--- src/rtl/aardvark_pkg.sv ---
// Shared widths, fetch FSM encoding and immediate helpers for the aardvark core.
package aardvark_pkg;

    localparam int PC_W    = 8;
    localparam int INSTR_W = 8;
    localparam int JIMM_W  = 5;
    localparam int BOFF_W  = 2;

    typedef logic [1:0] fetch_state_t;

    localparam fetch_state_t IDLE  = 2'd0;
    localparam fetch_state_t FETCH = 2'd1;
    localparam fetch_state_t HOLD  = 2'd2;

    function automatic logic [PC_W-1:0] sext_branch(input logic [BOFF_W-1:0] off);
        return {{(PC_W-BOFF_W){off[BOFF_W-1]}}, off};
    endfunction

endpackage

--- src/rtl/fetch_pc_next.sv ---
// Next-PC selection: sequential increment plus jump/branch redirect target.
module fetch_pc_next
    import aardvark_pkg::*;
(
    input  logic [PC_W-1:0]   fetch_pc,
    input  logic [PC_W-1:0]   instr_pc,
    input  logic              jump_en,
    input  logic [JIMM_W-1:0] jump_target,
    input  logic              branch_en,
    input  logic [BOFF_W-1:0] branch_offset,
    output logic [PC_W-1:0]   seq_pc,
    output logic [PC_W-1:0]   target_pc,
    output logic              redirect
);

    assign seq_pc   = fetch_pc + PC_W'(1);
    assign redirect = jump_en | branch_en;

    // Jump stays within the current 32-byte region; it beats a simultaneous branch.
    always_comb begin
        target_pc = instr_pc + PC_W'(1) + sext_branch(branch_offset);
        if (jump_en) begin
            target_pc = {instr_pc[PC_W-1:JIMM_W], jump_target};
        end
    end

endmodule

--- src/rtl/instruction_fetch.sv ---
// Single-outstanding-request instruction fetch stage with a one-entry holding register.
module instruction_fetch
    import aardvark_pkg::*;
#(
    parameter logic [7:0] RESET_PC = 8'h00
) (
    input  logic               clk,
    input  logic               rst_n,
    output logic [PC_W-1:0]    imem_addr,
    output logic               imem_req,
    input  logic               imem_ack,
    input  logic [INSTR_W-1:0] imem_rdata,
    output logic [INSTR_W-1:0] instr_out,
    output logic               instr_valid,
    input  logic               instr_ready,
    input  logic               stall,
    input  logic               jump_en,
    input  logic [JIMM_W-1:0]  jump_target,
    input  logic               branch_en,
    input  logic [BOFF_W-1:0]  branch_offset,
    output logic [PC_W-1:0]    instr_pc
);

    fetch_state_t     state;
    logic [PC_W-1:0]  fetch_pc;
    logic [PC_W-1:0]  seq_pc;
    logic [PC_W-1:0]  target_pc;
    logic             redirect;

    fetch_pc_next u_pc_next (
        .fetch_pc      (fetch_pc),
        .instr_pc      (instr_pc),
        .jump_en       (jump_en),
        .jump_target   (jump_target),
        .branch_en     (branch_en),
        .branch_offset (branch_offset),
        .seq_pc        (seq_pc),
        .target_pc     (target_pc),
        .redirect      (redirect)
    );

    // Decoded from state so a reset drops the request in the same cycle.
    assign imem_req    = (state == FETCH);
    assign instr_valid = (state == HOLD);
    assign imem_addr   = fetch_pc;

    always_ff @(posedge clk or negedge rst_n) begin
        if (!rst_n) begin
            state     <= IDLE;
            fetch_pc  <= RESET_PC;
            instr_pc  <= '0;
            instr_out <= '0;
        end else begin
            case (state)
                IDLE: state <= FETCH;
                FETCH: begin
                    // A redirect wins over a completing read, whose data is dropped.
                    if (redirect) begin
                        fetch_pc <= target_pc;
                    end else if (imem_ack) begin
                        instr_out <= imem_rdata;
                        instr_pc  <= fetch_pc;
                        fetch_pc  <= seq_pc;
                        state     <= HOLD;
                    end
                end
                HOLD: begin
                    if (redirect) begin
                        fetch_pc <= target_pc;
                        state    <= FETCH;
                    end else if (instr_ready && !stall) begin
                        state <= FETCH;
                    end
                end
                default: state <= IDLE;
            endcase
        end
    end

endmodule

--- config.mk ---
export PLATFORM = sky130hd
export DESIGN_NAME = instruction_fetch
export DESIGN_NICKNAME = d
export VERILOG_FILES = /design/src/rtl/aardvark_pkg.sv /design/src/rtl/fetch_pc_next.sv /design/src/rtl/instruction_fetch.sv
export SDC_FILE = /design/constraint.sdc
export NUM_CORES = 1
export LEC_CHECK = 0
export CAP_MARGIN = 20
export CORE_MARGIN = 2
export CORE_UTILIZATION = 51
export DETAILED_ROUTE_END_ITERATION = 12
export GPL_ROUTABILITY_DRIVEN = 1
export GPL_TIMING_DRIVEN = 0
export PLACE_DENSITY = 0.85
export SLEW_MARGIN = 20
export SYNTH_ARGS = -nofsm -noshare
export SYNTH_HDL_FRONTEND = slang
export SYNTH_SLANG_ARGS = --single-unit
--- constraint.sdc ---
create_clock -name clk -period 3.6 [get_ports clk]
set_clock_uncertainty 0.05 [all_clocks]
set_input_delay 0.54 -clock clk [delete_from_list [all_inputs] [get_ports clk]]
set_output_delay 0.54 -clock clk [all_outputs]
set_load 0.02 [all_outputs]
### Word-level counts from Yosys, hierarchy flattened

Index checks and enable logic that the tools add are counted.

| storage, ports and cells | value |
|---|---|
| bits in registers | 26 |
| bits of input ports | 22 |

| operators by class | value |
|---|---|
| $add $sub $neg | 3 |
| equality and inequality tests | 7 |
| muxes and demuxes | 10 |
| bitwise logic cells | 2 |
| reduce and logical (&&, ||, !) cells | 7 |

Operator list:

| cell | count |
|---|---|
| $mux 8 | 4 |
| $add 8x1->8 const B | 2 |
| $pmux 8 s2 | 1 |
| $reduce_and 3->1 | 3 |
| $add 8x8->8 | 1 |
| $mux 2 | 4 |
| $ne 3x1->1 const B | 2 |
| $pmux 2 s3 | 1 |
| $ne 2x1->1 const B | 2 |
| $eq 2x1->1 const B | 1 |
| $eq 2x2->1 const B | 1 |
| $logic_not 2->1 | 1 |
| $ne 2x2->1 const B | 1 |
| $reduce_bool 2->1 | 1 |
| $logic_and 1x1->1 | 1 |
| $logic_not 1->1 | 1 |
| $not 1->1 | 1 |
| $or 1x1->1 | 1 |

### Depth between registers and ports, before layout

| logic depth | value |
|---|---|
| depth in word-level cells | 5 |
| gate-level depth with buffers | 9 |
| depth with buffers taken out | 9 |

### Hierarchy

Synthesis repeated with hierarchy kept, for this count alone.

| unflattened totals | value |
|---|---|
| cells, all modules | 154 |
| area total of the unflattened synthesis | 1734.2 sq um |

Modules (own cells, without submodules):

| module | instances | cells each | area each (sq um) |
|---|---|---|---|
| instruction_fetch | 1 | 78 | 1189.9 |
| fetch_pc_next | 1 | 76 | 544.3 |

### Worst setup path after synthesis

Ideal clock, no wire load.

| timing path | value |
|---|---|
| path type | input-to-reg |
| start | input branch_offset[0] |
| end | register fetch_pc[6], in the netlist imem_addr[6] |
| library setup time | 111 ps |
| data arrival time | 1987 ps |
| slack | 1451 ps |
| stages | 9 |
| cell sequence | inv_1 > ha_1 > fa_1 > nor2b_1 > o21ai_1 > nand2b_1 > a21oi_1 > mux2i_1 > a2111oi_2 |

| between the ends | value |
|---|---|
| cells in the longest elaborated chain, start to end | 4 |

RTL lines:

| what | line | text |
|---|---|---|
| start: declaration | instruction_fetch.sv:20 | `input logic [BOFF_W-1:0] branch_offset,` |
| $add 8x8->8 (*) | fetch_pc_next.sv:21 | `target_pc = instr_pc + PC_W'(1) + sext_branch(branch_offset);` |
| $mux 8 (*) | fetch_pc_next.sv:22 | `if (jump_en) begin` |
| $mux 8, on equally long branches | instruction_fetch.sv:68, instruction_fetch.sv:58 |  |
| $pmux 8 s2 (*) | instruction_fetch.sv:54 | `case (state)` |
| end signal: assignment | instruction_fetch.sv:59 | `fetch_pc <= target_pc;` |
| end signal: assignment | instruction_fetch.sv:63 | `fetch_pc <= seq_pc;` |
| end signal: assignment | instruction_fetch.sv:69 | `fetch_pc <= target_pc;` |
| end: declaration | instruction_fetch.sv:25 | `logic [PC_W-1:0] fetch_pc;` |

Mark *: on every way between the ends. The rest lies on a longest branch, timed or not. The select of a mux whose other input is x is not followed.
A chain may end at the register's enable or synchronous reset.

### Final worst setup path

| timing path | value |
|---|---|
| start | input branch_offset[1] |
| end | register fetch_pc[6], in the netlist imem_addr[6] |

Same word-level chain as after synthesis.

==> reports/qor.yml <==
placedInstanceArea_um2: 2180
hpwl_um: 3060
cp.required_ns: 3.79
num_vias: 1490
synthTopCellsByCount: "26 x dfrtp_1, 18 x nand2_1, 15 x o21ai_0"
yosys.area_share.simple_pct: 14.2
fp.dieArea_um2: 3740
clkSlewWorstSetupHoldPaths_ns: 0.15
power_leakage_nw: 0.940
worstPathArrival_ns: 2.86
grt_setup_unrepaired: "false"
worstSkewPairLatency_ns: 0.33
yosysSeqAreaShare_pct: 39.0
rows: 20
synth_area_um2: 1670
fmax_mhz: 374
wl_um: 4030
antenna_found_initial: 0
synth_edf_count: 0
cp.buffers_inverters: 2
area_growth_pct: 32.8
n_antenna_cell: 0
via_per_inst: 5.64
tns_ns: 0
synth_top_area_share_pct: 39.0
netlist_instances: 170
min_period_ns: 2.67
setup-violations-final: 0
crit_family: "buffers and inverters"
drc_errors: 0
crit_path_top_delay_cell: "clkdlybuf4s50_1"
cp_max_fo: 10
synth.most_common_cell: "dfrtp_1"
synth_flop_cell: "dfrtp_1"
yosysUniqueCellTypes: 46
wl_per_cell_um: 15.3
initial_utilization_pct: 54.2
synth-adder-area-share_pct: 10.2
endpoint_kind: "flop"
relSlewSlack_pct: 58.3
synth-seq-cells: 26
start_kind: "primary input"
dr.pass1.iters: 4
ant_nets: 0
muxShareOfSynthArea_pct: 11.9
cts_root_buf: "clkbuf_4"
coreArea_um2: 3080
drt-initial-drc-count: 72
ir_drop_uv: 439
ios: 48
synth_area_leaders: "dfrtp_1 39%, ha_1 9.0%, mux2_2 6.1%"
grt_pass1_vias: 1541
cts_resized: 0
grt_use_total_pct: 23.8
drv_cap: 0
cp_cell_sequence: "clkdlybuf4s50_1 > inv_1 > fa_1 > nor2b_1 > o21ai_1 > nand2b_1 > a21oi_1 > mux2i_1 > a2111oi_2"
nets: 256
drive_gt1_share_pct: 11.4
htreeDepth: 1
synth-compound-area-share_pct: 19.1
die_h_um: 61.2
synthXorXnorAreaFrac_pct: 1.58
min_period_over_period_pct: 74.3
path_class: "primary input to flop"
postCtsHoldBufs: 0
syn_nets: 205
grt_pass1_wl_um: 6670
clk_path_buf_depth: 2
grt_overflow: 0
final_area_um2: 2210
async_reset_ff_share_pct: 100
outcome: "complete, no violations"
grt_max_degree: 27
register_area_um2: 651
numCtsBuffers: 3
finalHoldViolCount: 0
syn_area_per_cell_um2: 9.81
dieWidth_um: 61.2
cts.sinks: 26
cp_slowest_stage_delay_ns: 0.74
port_buffers: 46
multiInputGateArea_um2: 950
post_cts_buffers: 0
synth_top_family_by_area: "compound AO/OA/AOI/OAI gates"
fillCellCount: 248
cts_tree: "built"
report.final.slew_viol_count: 0
gp_congestion: 0.812
p_per_area_nw_per_um2: 867
synth_warnings: 0
yosysTopAreaCell: "dfrtp_1"
tightest_slew_ns: 0.621
hold_path.class: "primary input to asynchronous set/reset pin"
==> routing by layer <==
layer  GRT usage (%)  vias to the layer above  routed length, µm
met3            4.20                        6                258
met5               0                        -                  0
met1            29.3                      700               1690
met2            42.1                       71               2040
li1                -                      713                  -
met4            7.45                        0                 47
==> area by class of cell <==
| cell class | count | share of cell area (%) |
|---|---|---|
| Multi-Input combinational cell | 128 | 42.9 |
| Buffer | 5 | 1.19 |
| Sequential cell | 26 | 29.4 |
| Tap cell | 44 | 2.49 |
| Timing Repair Buffer | 46 | 20.6 |
| Clock buffer | 4 | 1.64 |
| Inverter | 11 | 1.86 |
==> worst register-to-register path, cell delays in order (launching register included) <==
cell       delay, ns
dfrtp_1         0.39
inv_1           0.06
ha_1            0.21
fa_1            0.39
nor2b_1         0.17
o21ai_1         0.07
nand2b_1        0.11
a21oi_1         0.10
mux2i_1         0.15
a2111oi_2       0.36
==> power breakdown <==
group / switching [mW] / internal, mW / total (mW)
registers: 0.147 / 0.436 / 0.583
clock network: 0.0910 / 0.0619 / 0.153
logic: 0.603 / 0.580 / 1.18
==> cell usage in the layout (no fill, tap or decap), types with 5 or more instances in the layout <==
cell,Yosys,routed
o21ai_0,15,15
dfrtp_1,26,26
nor2_1,5,5
nand2_1,18,18
mux2_2,9,9
inv_1,11,11
clkdlybuf4s50_1,0,45
ha_1,12,12
mux2_1,5,5
a21oi_1,9,9
==> metrics by stage <==
step                      util, %  setup slack [ns]  total power, mW  hold WS, ns  instances
final                        72.0             0.926             1.92        0.133        264
after global placement       70.9             0.678             1.71        0.419        260
after CTS                    72.0             0.926             1.92        0.165        264
after global routing         72.0             0.671             2.05        0.175        264
after detailed placement     70.8             0.603             1.76        0.424        260
after floorplan                 -              1.45             1.30        0.194        170
==> final timing paths <==
| check | startpoint | end | slack [ns] | cells after the start |
|---|---|---|---|---|
| setup / recovery | branch_offset[1] | imem_addr[6] | 0.93 | 9 |
| hold / removal | rst_n | instr_pc[6] | 0.13 | 1 |
| setup reg to reg | instr_pc[0] | imem_addr[6] | 1.45 | 9 |
| hold reg to reg | instr_out[4] | instr_out[4] | 0.45 | 1 |
| max in group asynchronous | rst_n | instr_out[0] | 2.98 | 1 |
| min in group clk | instr_out[4] | instr_out[4] | 0.45 | 1 |
==> registers in the layout, summed over array words and instances, names as in the netlist <==
register   flops
state          2
imem_addr      8
instr_pc       8
instr_out      8
==> cells by family after synthesis <==
family                     Yosys count
AOI/OAI and AO/OA                   47
and+or+nand+nor                     47
DFF                                 26
muxes                               18
buffers and inverters               16
adders and majority gates           13
xor gates and xnor gates             3
(Power assumes the default switching activity.)
